<file path="config.mk">
export PLATFORM = sky130hd
export DESIGN_NAME = pb_field_parser_flat
export DESIGN_NICKNAME = d
export VERILOG_FILES = /design/src/rtl/pb_hw_pkg.sv /design/src/rtl/pb_field_parser_if.sv /design/src/rtl/pb_varint_acc.sv /design/src/rtl/pb_field_parser.sv /design/src/flat_wrapper.sv
export SDC_FILE = /design/constraint.sdc
export NUM_CORES = 1
export LEC_CHECK = 0
export CORE_UTILIZATION = 50
export CTS_CLUSTER_SIZE = 10
export DETAILED_ROUTE_END_ITERATION = 12
export HOLD_SLACK_MARGIN = 0.15
export PLACE_DENSITY = 0.81
export SETUP_SLACK_MARGIN = 0.1
export SLEW_MARGIN = 40
export SYNTH_ARGS = -nofsm -noshare
export SYNTH_HDL_FRONTEND = slang
export SYNTH_SLANG_ARGS = --single-unit
</file>
<file path="constraint.sdc">
create_clock -name clk -period 3.4 [get_ports clk]
set_input_delay 0.68 -clock clk [delete_from_list [all_inputs] [get_ports clk]]
set_output_delay 0.68 -clock clk [all_outputs]
set_load 0.02 [all_outputs]
</file>
<file path="src/rtl/pb_hw_pkg.sv">
// Shared types and defaults for the protobuf wire-format decode path.
package pb_hw_pkg;

    localparam int unsigned MAX_VARINT_BYTES_DEF = 10;
    localparam int unsigned LEN_W_DEF            = 32;

    typedef logic [63:0] varint_t;

    typedef enum logic [2:0] {
        WT_VARINT = 3'd0,
        WT_I64    = 3'd1,
        WT_LEN    = 3'd2,
        WT_SGROUP = 3'd3,
        WT_EGROUP = 3'd4,
        WT_I32    = 3'd5
    } wire_type_e;

    typedef enum logic [1:0] {
        ERR_OVERLONG   = 2'd0,
        ERR_BAD_WTYPE  = 2'd1,
        ERR_TRUNCATED  = 2'd2,
        ERR_ZERO_FIELD = 2'd3
    } err_code_e;

    typedef enum logic [2:0] {
        ST_KEY,
        ST_VARINT,
        ST_FIX,
        ST_LEN,
        ST_EMIT,
        ST_PAYLOAD,
        ST_DRAIN
    } parser_state_e;

endpackage

</file>
<file path="src/rtl/pb_field_parser_if.sv">
// Byte ingress, field header, payload and error signals of the field parser.
interface pb_field_parser_if;

    logic        in_valid;
    logic        in_ready;
    logic [7:0]  in_data;
    logic        in_last;

    logic        fld_valid;
    logic        fld_ready;
    logic [31:0] fld_number;
    logic [2:0]  fld_wtype;
    logic [63:0] fld_value;

    logic        pay_valid;
    logic        pay_ready;
    logic [7:0]  pay_data;
    logic        pay_last;

    logic        err;
    logic [1:0]  err_code;

    modport master (
        output in_valid, in_data, in_last, fld_ready, pay_ready,
        input  in_ready, fld_valid, fld_number, fld_wtype, fld_value,
        input  pay_valid, pay_data, pay_last, err, err_code
    );

    modport slave (
        input  in_valid, in_data, in_last, fld_ready, pay_ready,
        output in_ready, fld_valid, fld_number, fld_wtype, fld_value,
        output pay_valid, pay_data, pay_last, err, err_code
    );

endinterface

</file>
<file path="src/rtl/pb_varint_acc.sv">
// Little-endian base-128 varint accumulator; value/done/overlong include the byte being strobed.
module pb_varint_acc
    import pb_hw_pkg::*;
#(
    parameter int unsigned MAX_BYTES = MAX_VARINT_BYTES_DEF
) (
    input  logic       clk,
    input  logic       rst_n,
    input  logic       clear,
    input  logic       strobe,
    input  logic [7:0] data,
    output varint_t    value,
    output logic       done,
    output logic       overlong
);

    localparam int unsigned IDX_W = $clog2(MAX_BYTES + 1);

    varint_t          acc_q;
    logic [IDX_W-1:0] idx_q;
    logic [31:0]      shift_amt;

    // Shifts of 64 or more drop the group entirely, which discards bits past bit 63.
    always_comb begin
        shift_amt = 32'(idx_q) * 32'd7;
        value     = acc_q | ({57'd0, data[6:0]} << shift_amt);
        done      = strobe && !data[7];
        overlong  = strobe && data[7] && (idx_q == IDX_W'(MAX_BYTES - 1));
    end

    always_ff @(posedge clk or negedge rst_n) begin
        if (!rst_n) begin
            acc_q <= '0;
            idx_q <= '0;
        end else if (clear || done || overlong) begin
            acc_q <= '0;
            idx_q <= '0;
        end else if (strobe) begin
            acc_q <= value;
            idx_q <= idx_q + IDX_W'(1);
        end
    end

endmodule

</file>
<file path="src/rtl/pb_field_parser.sv">
// Protobuf wire-format field splitter: key varint, then varint/fixed/length value, then
// zero-latency pass-through of length-delimited payload bytes.
module pb_field_parser
    import pb_hw_pkg::*;
#(
    parameter int unsigned MAX_VARINT_BYTES = MAX_VARINT_BYTES_DEF,
    parameter int unsigned LEN_W            = LEN_W_DEF
) (
    input  logic             clk,
    input  logic             rst_n,
    pb_field_parser_if.slave bus
);

    parser_state_e    state_q;
    logic             in_ready;
    logic             in_fire;

    logic             acc_strobe;
    logic             acc_clear;
    logic             acc_done;
    logic             acc_overlong;
    varint_t          acc_value;

    varint_t          fix_q;
    varint_t          fix_next;
    logic [2:0]       fix_cnt_q;
    logic [2:0]       fix_last_q;
    logic             fix_done;

    logic [31:0]      num_q;
    logic [2:0]       wt_q;
    logic [LEN_W-1:0] rem_q;
    logic             key_wt_ok;

    logic             err_hit;
    err_code_e        err_kind;

    logic             fld_valid_q;
    logic [31:0]      fld_number_q;
    logic [2:0]       fld_wtype_q;
    varint_t          fld_value_q;
    logic             err_q;
    err_code_e        err_code_q;

    pb_varint_acc #(.MAX_BYTES(MAX_VARINT_BYTES)) u_acc (
        .clk      (clk),
        .rst_n    (rst_n),
        .clear    (acc_clear),
        .strobe   (acc_strobe),
        .data     (bus.in_data),
        .value    (acc_value),
        .done     (acc_done),
        .overlong (acc_overlong)
    );

    assign in_ready = (state_q == ST_PAYLOAD) ? bus.pay_ready : (state_q != ST_EMIT);
    assign in_fire  = bus.in_valid && in_ready;

    assign bus.in_ready   = in_ready;
    assign bus.fld_valid  = fld_valid_q;
    assign bus.fld_number = fld_number_q;
    assign bus.fld_wtype  = fld_wtype_q;
    assign bus.fld_value  = fld_value_q;
    assign bus.pay_valid  = (state_q == ST_PAYLOAD) && bus.in_valid;
    assign bus.pay_data   = (state_q == ST_PAYLOAD) ? bus.in_data : '0;
    assign bus.pay_last   = (state_q == ST_PAYLOAD) && (rem_q == LEN_W'(1));
    assign bus.err        = err_q;
    assign bus.err_code   = err_code_q;

    // Error detection for the byte on the bus; in_last is only legal on a field's final byte.
    always_comb begin
        acc_strobe = 1'b0;
        err_hit    = 1'b0;
        err_kind   = ERR_OVERLONG;
        key_wt_ok  = acc_value[2:0] inside {WT_VARINT, WT_I64, WT_LEN, WT_I32};
        fix_done   = (fix_cnt_q == fix_last_q);
        fix_next   = fix_q | ({56'd0, bus.in_data} << {fix_cnt_q, 3'b000});
        case (state_q)
            ST_KEY: begin
                acc_strobe = in_fire;
                if (acc_overlong) begin
                    err_hit = 1'b1;
                end else if (acc_done && !key_wt_ok) begin
                    err_hit  = 1'b1;
                    err_kind = ERR_BAD_WTYPE;
                end else if (acc_done && acc_value[34:3] == 32'd0) begin
                    err_hit  = 1'b1;
                    err_kind = ERR_ZERO_FIELD;
                end else if (in_fire && bus.in_last) begin
                    err_hit  = 1'b1;
                    err_kind = ERR_TRUNCATED;
                end
            end
            ST_VARINT: begin
                acc_strobe = in_fire;
                if (acc_overlong) begin
                    err_hit = 1'b1;
                end else if (in_fire && bus.in_last && !acc_done) begin
                    err_hit  = 1'b1;
                    err_kind = ERR_TRUNCATED;
                end
            end
            ST_LEN: begin
                acc_strobe = in_fire;
                if (acc_overlong || (acc_done && (acc_value >> LEN_W) != '0)) begin
                    err_hit = 1'b1;
                end else if (in_fire && bus.in_last && !(acc_done && acc_value == '0)) begin
                    err_hit  = 1'b1;
                    err_kind = ERR_TRUNCATED;
                end
            end
            ST_FIX: begin
                if (in_fire && bus.in_last && !fix_done) begin
                    err_hit  = 1'b1;
                    err_kind = ERR_TRUNCATED;
                end
            end
            ST_PAYLOAD: begin
                if (in_fire && bus.in_last && rem_q != LEN_W'(1)) begin
                    err_hit  = 1'b1;
                    err_kind = ERR_TRUNCATED;
                end
            end
            default: ;
        endcase
        acc_clear = err_hit;
    end

    always_ff @(posedge clk or negedge rst_n) begin
        if (!rst_n) begin
            state_q      <= ST_KEY;
            fix_q        <= '0;
            fix_cnt_q    <= '0;
            fix_last_q   <= '0;
            num_q        <= '0;
            wt_q         <= '0;
            rem_q        <= '0;
            fld_valid_q  <= 1'b0;
            fld_number_q <= '0;
            fld_wtype_q  <= '0;
            fld_value_q  <= '0;
            err_q        <= 1'b0;
            err_code_q   <= ERR_OVERLONG;
        end else begin
            err_q <= 1'b0;
            if (err_hit) begin
                err_q      <= 1'b1;
                err_code_q <= err_kind;
                state_q    <= bus.in_last ? ST_KEY : ST_DRAIN;
            end else begin
                case (state_q)
                    ST_KEY: begin
                        if (acc_done) begin
                            num_q     <= acc_value[34:3];
                            wt_q      <= acc_value[2:0];
                            fix_q     <= '0;
                            fix_cnt_q <= '0;
                            case (acc_value[2:0])
                                WT_VARINT: state_q <= ST_VARINT;
                                WT_LEN:    state_q <= ST_LEN;
                                WT_I64: begin
                                    fix_last_q <= 3'd7;
                                    state_q    <= ST_FIX;
                                end
                                default: begin
                                    fix_last_q <= 3'd3;
                                    state_q    <= ST_FIX;
                                end
                            endcase
                        end
                    end
                    ST_VARINT, ST_LEN: begin
                        if (acc_done) begin
                            fld_valid_q  <= 1'b1;
                            fld_number_q <= num_q;
                            fld_wtype_q  <= wt_q;
                            fld_value_q  <= acc_value;
                            rem_q        <= acc_value[LEN_W-1:0];
                            state_q      <= ST_EMIT;
                        end
                    end
                    ST_FIX: begin
                        if (in_fire) begin
                            fix_q     <= fix_next;
                            fix_cnt_q <= fix_cnt_q + 3'd1;
                            if (fix_done) begin
                                fld_valid_q  <= 1'b1;
                                fld_number_q <= num_q;
                                fld_wtype_q  <= wt_q;
                                fld_value_q  <= fix_next;
                                state_q      <= ST_EMIT;
                            end
                        end
                    end
                    ST_EMIT: begin
                        if (bus.fld_ready) begin
                            fld_valid_q <= 1'b0;
                            state_q     <= (wt_q == 3'(WT_LEN) && rem_q != '0) ? ST_PAYLOAD : ST_KEY;
                        end
                    end
                    ST_PAYLOAD: begin
                        if (in_fire) begin
                            rem_q <= rem_q - LEN_W'(1);
                            if (rem_q == LEN_W'(1)) state_q <= ST_KEY;
                        end
                    end
                    ST_DRAIN: begin
                        if (in_fire && bus.in_last) state_q <= ST_KEY;
                    end
                    default: state_q <= ST_KEY;
                endcase
            end
        end
    end

endmodule

</file>
<file path="src/flat_wrapper.sv">
// flat-port wrapper written by rule: the top's interface ports become plain ports
module pb_field_parser_flat import pb_hw_pkg::*;
#(
    parameter int unsigned MAX_VARINT_BYTES = MAX_VARINT_BYTES_DEF,
    parameter int unsigned LEN_W            = LEN_W_DEF
)
  (clk, rst_n, bus_in_valid, bus_in_data, bus_in_last, bus_fld_ready, bus_pay_ready, bus_in_ready, bus_fld_valid, bus_fld_number, bus_fld_wtype, bus_fld_value, bus_pay_valid, bus_pay_data, bus_pay_last, bus_err, bus_err_code);
  pb_field_parser_if bus_i ();
  input  logic clk;
  input  logic rst_n;
  input wire logic [$bits(bus_i.in_valid)-1:0] bus_in_valid;
  input wire logic [$bits(bus_i.in_data)-1:0] bus_in_data;
  input wire logic [$bits(bus_i.in_last)-1:0] bus_in_last;
  input wire logic [$bits(bus_i.fld_ready)-1:0] bus_fld_ready;
  input wire logic [$bits(bus_i.pay_ready)-1:0] bus_pay_ready;
  output wire logic [$bits(bus_i.in_ready)-1:0] bus_in_ready;
  output wire logic [$bits(bus_i.fld_valid)-1:0] bus_fld_valid;
  output wire logic [$bits(bus_i.fld_number)-1:0] bus_fld_number;
  output wire logic [$bits(bus_i.fld_wtype)-1:0] bus_fld_wtype;
  output wire logic [$bits(bus_i.fld_value)-1:0] bus_fld_value;
  output wire logic [$bits(bus_i.pay_valid)-1:0] bus_pay_valid;
  output wire logic [$bits(bus_i.pay_data)-1:0] bus_pay_data;
  output wire logic [$bits(bus_i.pay_last)-1:0] bus_pay_last;
  output wire logic [$bits(bus_i.err)-1:0] bus_err;
  output wire logic [$bits(bus_i.err_code)-1:0] bus_err_code;
  assign bus_i.in_valid = bus_in_valid;
  assign bus_i.in_data = bus_in_data;
  assign bus_i.in_last = bus_in_last;
  assign bus_i.fld_ready = bus_fld_ready;
  assign bus_i.pay_ready = bus_pay_ready;
  assign bus_in_ready = bus_i.in_ready;
  assign bus_fld_valid = bus_i.fld_valid;
  assign bus_fld_number = bus_i.fld_number;
  assign bus_fld_wtype = bus_i.fld_wtype;
  assign bus_fld_value = bus_i.fld_value;
  assign bus_pay_valid = bus_i.pay_valid;
  assign bus_pay_data = bus_i.pay_data;
  assign bus_pay_last = bus_i.pay_last;
  assign bus_err = bus_i.err;
  assign bus_err_code = bus_i.err_code;
  pb_field_parser #(.MAX_VARINT_BYTES(MAX_VARINT_BYTES), .LEN_W(LEN_W)) u_core (.clk(clk), .rst_n(rst_n), .bus(bus_i));
endmodule
</file>
### Word level (Yosys, flattened, before mapping)

Cells that the tools add are included.

| storage, ports and cells | value |
|---|---|
| output and inout port bits | 114 |
| word-level logic and storage cells | 170 |
| bits in registers | 311 |
| input bits | 14 |

| operators by class | value |
|---|---|
| reductions and logical operators | 46 |
| mux-type cells | 70 |
| equality and inequality tests | 29 |
| $add $sub $neg | 3 |
| $mul | 1 |
| shift operators | 2 |
| bitwise gates (word level) | 4 |

Operators by type and width:

| cell | number |
|---|---|
| two-way mux 64 bit | 7 |
| case mux 64 bit (2 select lines) | 2 |
| two-way mux 32 bit | 5 |
| OR 64 bit | 2 |
| case mux 32 bit (2 select lines) | 2 |
| zero test 64 bit | 1 |
| nonzero test 64 bit | 1 |
| left shift 7 x 7 -> 64 bit | 1 |
| left shift 8 x 6 -> 64 bit | 1 |
| two-way mux 3 bit | 16 |
| == test 32 x 1 -> 1 bit (second input constant) | 1 |
| zero test 32 bit | 1 |
| != test 32 x 1 -> 1 bit (second input constant) | 1 |
| nonzero test 32 bit | 1 |
| subtractor 32 x 1 -> 32 bit (second input constant) | 1 |
| two-way mux 2 bit | 10 |
| != test 3 x 2 -> 1 bit (second input constant) | 6 |
| case mux 3 bit (2 select lines) | 3 |
| case mux 3 bit (6 select lines) | 1 |
| two-way mux 1 bit | 17 |
| logical AND 1 bit | 16 |
| == test 3 x 2 -> 1 bit (second input constant) | 4 |
| == test 3 bit (second input constant) | 4 |
| AND reduction 4 bit | 3 |
| 28 further kinds | 48 |

### Longest topological paths before layout

| depth | value |
|---|---|
| depth in word-level cells | 14 |
| gate-level depth with buffers | 15 |
| gate-level depth less buffers | 11 |

### Cells and area by module

A second synthesis with hierarchy kept.

| second synthesis, totals | value |
|---|---|
| cells, all modules | 1492 |
| area, all modules | 15105.7 um^2 |

Modules (own cells, without submodules):

| module | times used | area each (um^2) | seq. area each (um^2) | cells each |
|---|---|---|---|---|
| pb_field_parser | 1 | 11900.2 | 6055.8 | 1157 |
| pb_varint_acc | 1 | 3205.6 | 1701.6 | 335 |

### Worst setup path after synthesis

Ideal clock, no wire load.

| path | value |
|---|---|
| path type | input -> register |
| start point | in bus_in_data[4] |
| end point | reg u_core.fld_value_q[60], in the netlist u_core.bus.fld_value[60] |
| data arrival time | 3085 ps |
| setup time | 128 ps |
| stages | 10 |
| path slack | 187 ps |
| buffers on the path | 3 |
| cells stage by stage | clkbuf_1 > a31o_2 > or4_1 > and4bb_2 > nand4_2 > o2bb2ai_2 > nor3_1 > buf_4 > buf_6 > mux2_1 |

| on the way | value |
|---|---|
| word-level cells in the longest chain between the ends | 11 |

Ends and longest elaborated chain:

| item | line | text |
|---|---|---|
| start: declaration | flat_wrapper.sv:12 | `input wire logic [$bits(bus_i.in_data)-1:0] bus_in_data;` |
| left shift 7 x 7 -> 64 bit | pb_varint_acc.sv:26 | `value = acc_q \| ({57'd0, data[6:0]} << shift_amt);` |
| OR 64 bit | pb_varint_acc.sv:26 |  |
| zero test 64 bit, or another cell as far along | pb_field_parser.sv:107 | `end else if (in_fire && bus.in_last && !(acc_done && acc_value == '0)) begin` |
| logical AND 1 bit or nonzero test 4 bit (tied branches) | pb_field_parser.sv:107, pb_field_parser.sv:75 |  |
| zero test 1 bit (on tied branches) | pb_field_parser.sv:107, pb_field_parser.sv:83 |  |
| logical AND 1 bit (on tied branches) | pb_field_parser.sv:107, pb_field_parser.sv:83 |  |
| two-way mux 1 bit (on tied branches) | pb_field_parser.sv:107, pb_field_parser.sv:83 |  |
| two-way mux 1 bit (on tied branches) | pb_field_parser.sv:105, pb_field_parser.sv:81 |  |
| case mux 1 bit (5 select lines) | pb_field_parser.sv:78 | `case (state_q)` |
| inverter 1 bit (no line) | n/a |  |
| AND reduction 5 bit (no line) | n/a |  |
| end signal: assignment | pb_field_parser.sv:177 | `fld_value_q <= acc_value;` |
| end signal: assignment | pb_field_parser.sv:190 | `fld_value_q <= fix_next;` |
| end: declaration | pb_field_parser.sv:41 | `varint_t fld_value_q;` |

Parallel ways exist; a longest one is shown, timed or not. The select of a mux whose other input is x is not followed.
A chain may end at the register's enable or synchronous reset.

### Worst setup path after layout

| path | value |
|---|---|
| start point | in bus_in_data[1] |
| end point | reg u_core.fld_value_q[16], in the netlist u_core.bus.fld_value[16] |

| on the way | value |
|---|---|
| word-level cells in the longest chain between the ends | 11 |

Ends and longest elaborated chain:

| item | line |
|---|---|
| left shift 7 x 7 -> 64 bit (*) | pb_varint_acc.sv:26 |
| OR 64 bit (*) | pb_varint_acc.sv:26 |
| zero test 64 bit, or another cell as far along | pb_field_parser.sv:107 |
| logical AND 1 bit or nonzero test 4 bit (tied branches) | pb_field_parser.sv:107, pb_field_parser.sv:75 |
| zero test 1 bit (on tied branches) | pb_field_parser.sv:107, pb_field_parser.sv:83 |
| logical AND 1 bit (on tied branches) | pb_field_parser.sv:107, pb_field_parser.sv:83 |
| two-way mux 1 bit (on tied branches) | pb_field_parser.sv:107, pb_field_parser.sv:83 |
| two-way mux 1 bit (on tied branches) | pb_field_parser.sv:105, pb_field_parser.sv:81 |
| case mux 1 bit (5 select lines) | pb_field_parser.sv:78 |
| inverter 1 bit (no line) | n/a |
| AND reduction 5 bit (no line) | n/a |

Every way passes the cells marked *; elsewhere a longest branch is shown, timed or not. The select of a mux whose other input is x is not followed.

==> run summary <==
Detailed placement HPWL -> 33400 µm
Worst slew pin tran -> 0.737 ns
Syn_area_per_cell -> 10.3 µm²
Warnings, synthesis -> 0
CP endpoint kind -> flop
Crit path arrival time -> 3.75 ns
Fmax -> 0.298 GHz
Htree depth -> 2
Area Growth Syn to Fin -> 26.5%
Buffers on Ports -> 127
Placed Area -> 18000 µm²
Die W -> 177 µm
Post-Layout Cell Count -> 2104
RSZ-0062 raised after global routing -> true
Total routing usage reported by global routing -> 31.3%
Die area -> 31200 µm²
Final Hold Vio Count -> 0
Final Util -> 64.6%
Clock skew -> 0.0170 ns
Distinct cells, synth -> 84
Rows -> 63
Synthesized Nets -> 1498
Max-cap viol count -> 0
Top-area cell type share of the netlist area -> 50.8%
Setup TNS -> 0 ns
Clk_lat worst skew -> 0.52 ns
Tcrit/Tclk final -> 98.6%
Part of the Yosys area used for sequential elements -> 50.8%
EDFF count, synth -> 0
Gate count of the mapped netlist -> 1479
Relative slew slack -> 50.1%
Inserted Clock Buffers -> 37
Status -> finished clean
DR DRC count -> 0
Max Root-Sink Buffers -> 3
Count of pins over their slew limit -> 0
Mapped cell area -> 15300 µm²
PD cells -> 843 nW/µm²
Clock Tree Root -> clkbuf_16
Vias in the first global route -> 12900
Vias per cell -> 6.28
GR Overflow Total -> 0
Startpoint Class -> input pin
Vias -> 13200
Leading cell types by count after synthesis -> dfrtp_1 (310), nor2_1 (172), a21oi_1 (157), mux2_1 (86), clkbuf_1 (77)
Ratio of cells with drive above 1 in the final layout -> 21.7%
Crit Path Class -> input pin to flop
FFs w/ async S/R, synth -> 100%
Post-route minimum period -> 3.35 ns
Core area -> 29900 µm²
VDD IR-drop max -> 512 µV
Iter 0 DRT Violations -> 1339
FF+latch count, synth -> 310
CP max FO -> 10
Gpl congestion -> 0.980
Placed instance count -> 2048
Post-Route WL -> 48800 µm
Synth Flop Type -> dfrtp_1
DRT Pass-1 Iters -> 6
Critical Path RT -> 3.79 ns
Leakage -> 8.85 nW
Effective utilization at floorplan -> 51.1%
Post-route cell area -> 19300 µm²
Clk pin slew, worst setup/hold paths -> 0.05 ns
CTS sink count -> 310
Wire per inst -> 23.2 µm
Final nets -> 1725
Initial antenna violation count -> 1
Final setup viols -> 0
Synth area leader -> dfrtp_1
Synth area leaders -> dfrtp_1 (51%), mux2_1 (6.3%), mux2_2 (5.5%), a21oi_1 (5.1%), nor2_1 (4.2%)
IO Pins -> 128
CTS tree -> yes
First-pass GRT wire length -> 74900 µm
Post-route antenna net violation count -> 0
Pin count of the biggest net entering global routing -> 98
Hold Path Class -> flop to flop
Chip Height -> 177 µm
Most common cell in the netlist -> dfrtp_1
==> flip-flops by register name, indices dropped and copies added (netlist names), 2 cells and up <==
signal	cells
u_core.bus.fld_value	64
u_core.fix_q	64
u_core.u_acc.acc_q	64
u_core.bus.fld_number	32
u_core.num_q	32
u_core.rem_q	32
u_core.u_acc.idx_q	4
u_core.bus.fld_wtype	3
u_core.fix_cnt_q	3
u_core.state_q	3
u_core.wt_q	3
u_core.bus.err_code	2
u_core.fix_last_q	2
==> path summary, 6_finish.rpt <==
check | startpoint | end | slack, ns | depth (start not counted)
min in group asynchronous | rst_n | u_core.u_acc.acc_q[1] | 0.61 | 2
setup reg to reg | u_core.u_acc.idx_q[0] | u_core.bus.fld_value[16] | 0.07 | 11
hold reg to reg | u_core.bus.fld_number[29] | u_core.bus.fld_number[29] | 0.48 | 1
setup / recovery | bus_in_data[1] | u_core.bus.fld_value[16] | 0.05 | 11
max in group asynchronous | rst_n | u_core.fix_q[33] | 1.74 | 4
hold / removal | u_core.bus.fld_number[29] | u_core.bus.fld_number[29] | 0.48 | 1
==> cells in the final DEF (no fill, tap or decap), types with 17 or more instances in the layout <==
| cell | Yosys | layout |
|---|---|---|
| o21bai_1 | 41 | 41 |
| mux2_1 | 86 | 86 |
| buf_4 | 2 | 160 |
| and3_1 | 17 | 17 |
| inv_1 | 33 | 33 |
| nand3_1 | 24 | 23 |
| nand4_1 | 18 | 18 |
| clkbuf_16 | 0 | 41 |
| nor2_1 | 172 | 168 |
| mux2i_1 | 21 | 21 |
| nand2_1 | 48 | 46 |
| dfrtp_1 | 310 | 306 |
| nor3_1 | 44 | 41 |
| o31ai_1 | 35 | 35 |
| clkdlybuf4s50_1 | 0 | 125 |
| o21ai_0 | 55 | 54 |
| a21oi_1 | 157 | 155 |
| a31oi_1 | 32 | 26 |
| mux2_2 | 74 | 74 |
==> repair_timing <==
action,4_1_cts,5_1_grt
cloned,0,3
hold buffers,0,1
endpoints found under the setup margin,159,227
buffers inserted,0,4
gates resized for setup,17,25
endpoints found under the hold margin,0,18
pin swaps,0,3
==> metal layers <==
metal | vias to the layer above | part of all wire [%] | track usage [%]
li1 | 5811 | - | -
met1 | 6540 | 39 | 41.3
met2 | 681 | 46 | 48.5
met3 | 191 | 8.8 | 5.97
met4 | 0 | 6.1 | 17.2
met5 | - | 0 | 0
==> through the flow <==
| step | power, mW | hold slack [ns] | setup WS, ns |
|---|---|---|---|
| final | 16.3 | 0.482 | 0.0460 |
| after global routing | 17.0 | 0.498 | 0.0225 |
| after CTS | 16.0 | 0.251 | 0.0778 |
| after detailed placement | 12.4 | 0.475 | -0.547 |
| after global placement | 12.2 | 0.469 | -0.461 |
| after floorplan | 9.28 | 0.384 | 0.187 |
==> cell families (layout without fill, tap and decap cells) <==
family	Yosys count	count (layout)	share of synthesized area, %
multiplexers	181	181	13.2
AND/OR/NAND/NOR	410	410	13.3
adder cells (fa/ha/maj)	5	5	0.410
other	0	1	0
XOR/XNOR	3	3	0.172
AO/OA/AOI/OAI	413	413	17.5
buffers and inverters	157	391	4.68
flip-flops	310	310	50.8
==> final cells by class <==
| type | count | area, µm² |
|---|---|---|
| repair buffers | 311 | 2910 |
| well taps | 390 | 488 |
| clock inverters | 2 | 21.3 |
| multi-input cells | 1012 | 7010 |
| fillers | 2342 | 10600 |
| clock buffers | 44 | 983 |
| diodes | 1 | 2.50 |
| flip-flops and latches | 310 | 7760 |
| inverters | 34 | 128 |
==> critical path, stage by stage <==
cell             delay (ns)
clkdlybuf4s50_1        0.52
buf_4                  0.23
a31o_2                 0.24
or4_1                  0.41
and4bb_2               0.34
nand4_2                0.16
o2bb2ai_4              0.17
nor3_4                 0.27
buf_8                  0.21
clkbuf_16              0.19
mux2_1                 0.32
==> power by group <==
| part | switching (mW) | internal, mW | leakage (nW) |
|---|---|---|---|
| combinational | 4.29 | 3.11 | 4.17 |
| clock | 1.44 | 2.01 | 0.492 |
| sequential | 0.768 | 4.65 | 4.19 |
| total | 6.50 | 9.77 | 8.85 |
No activity file was read; power rests on OpenSTA's default activity.
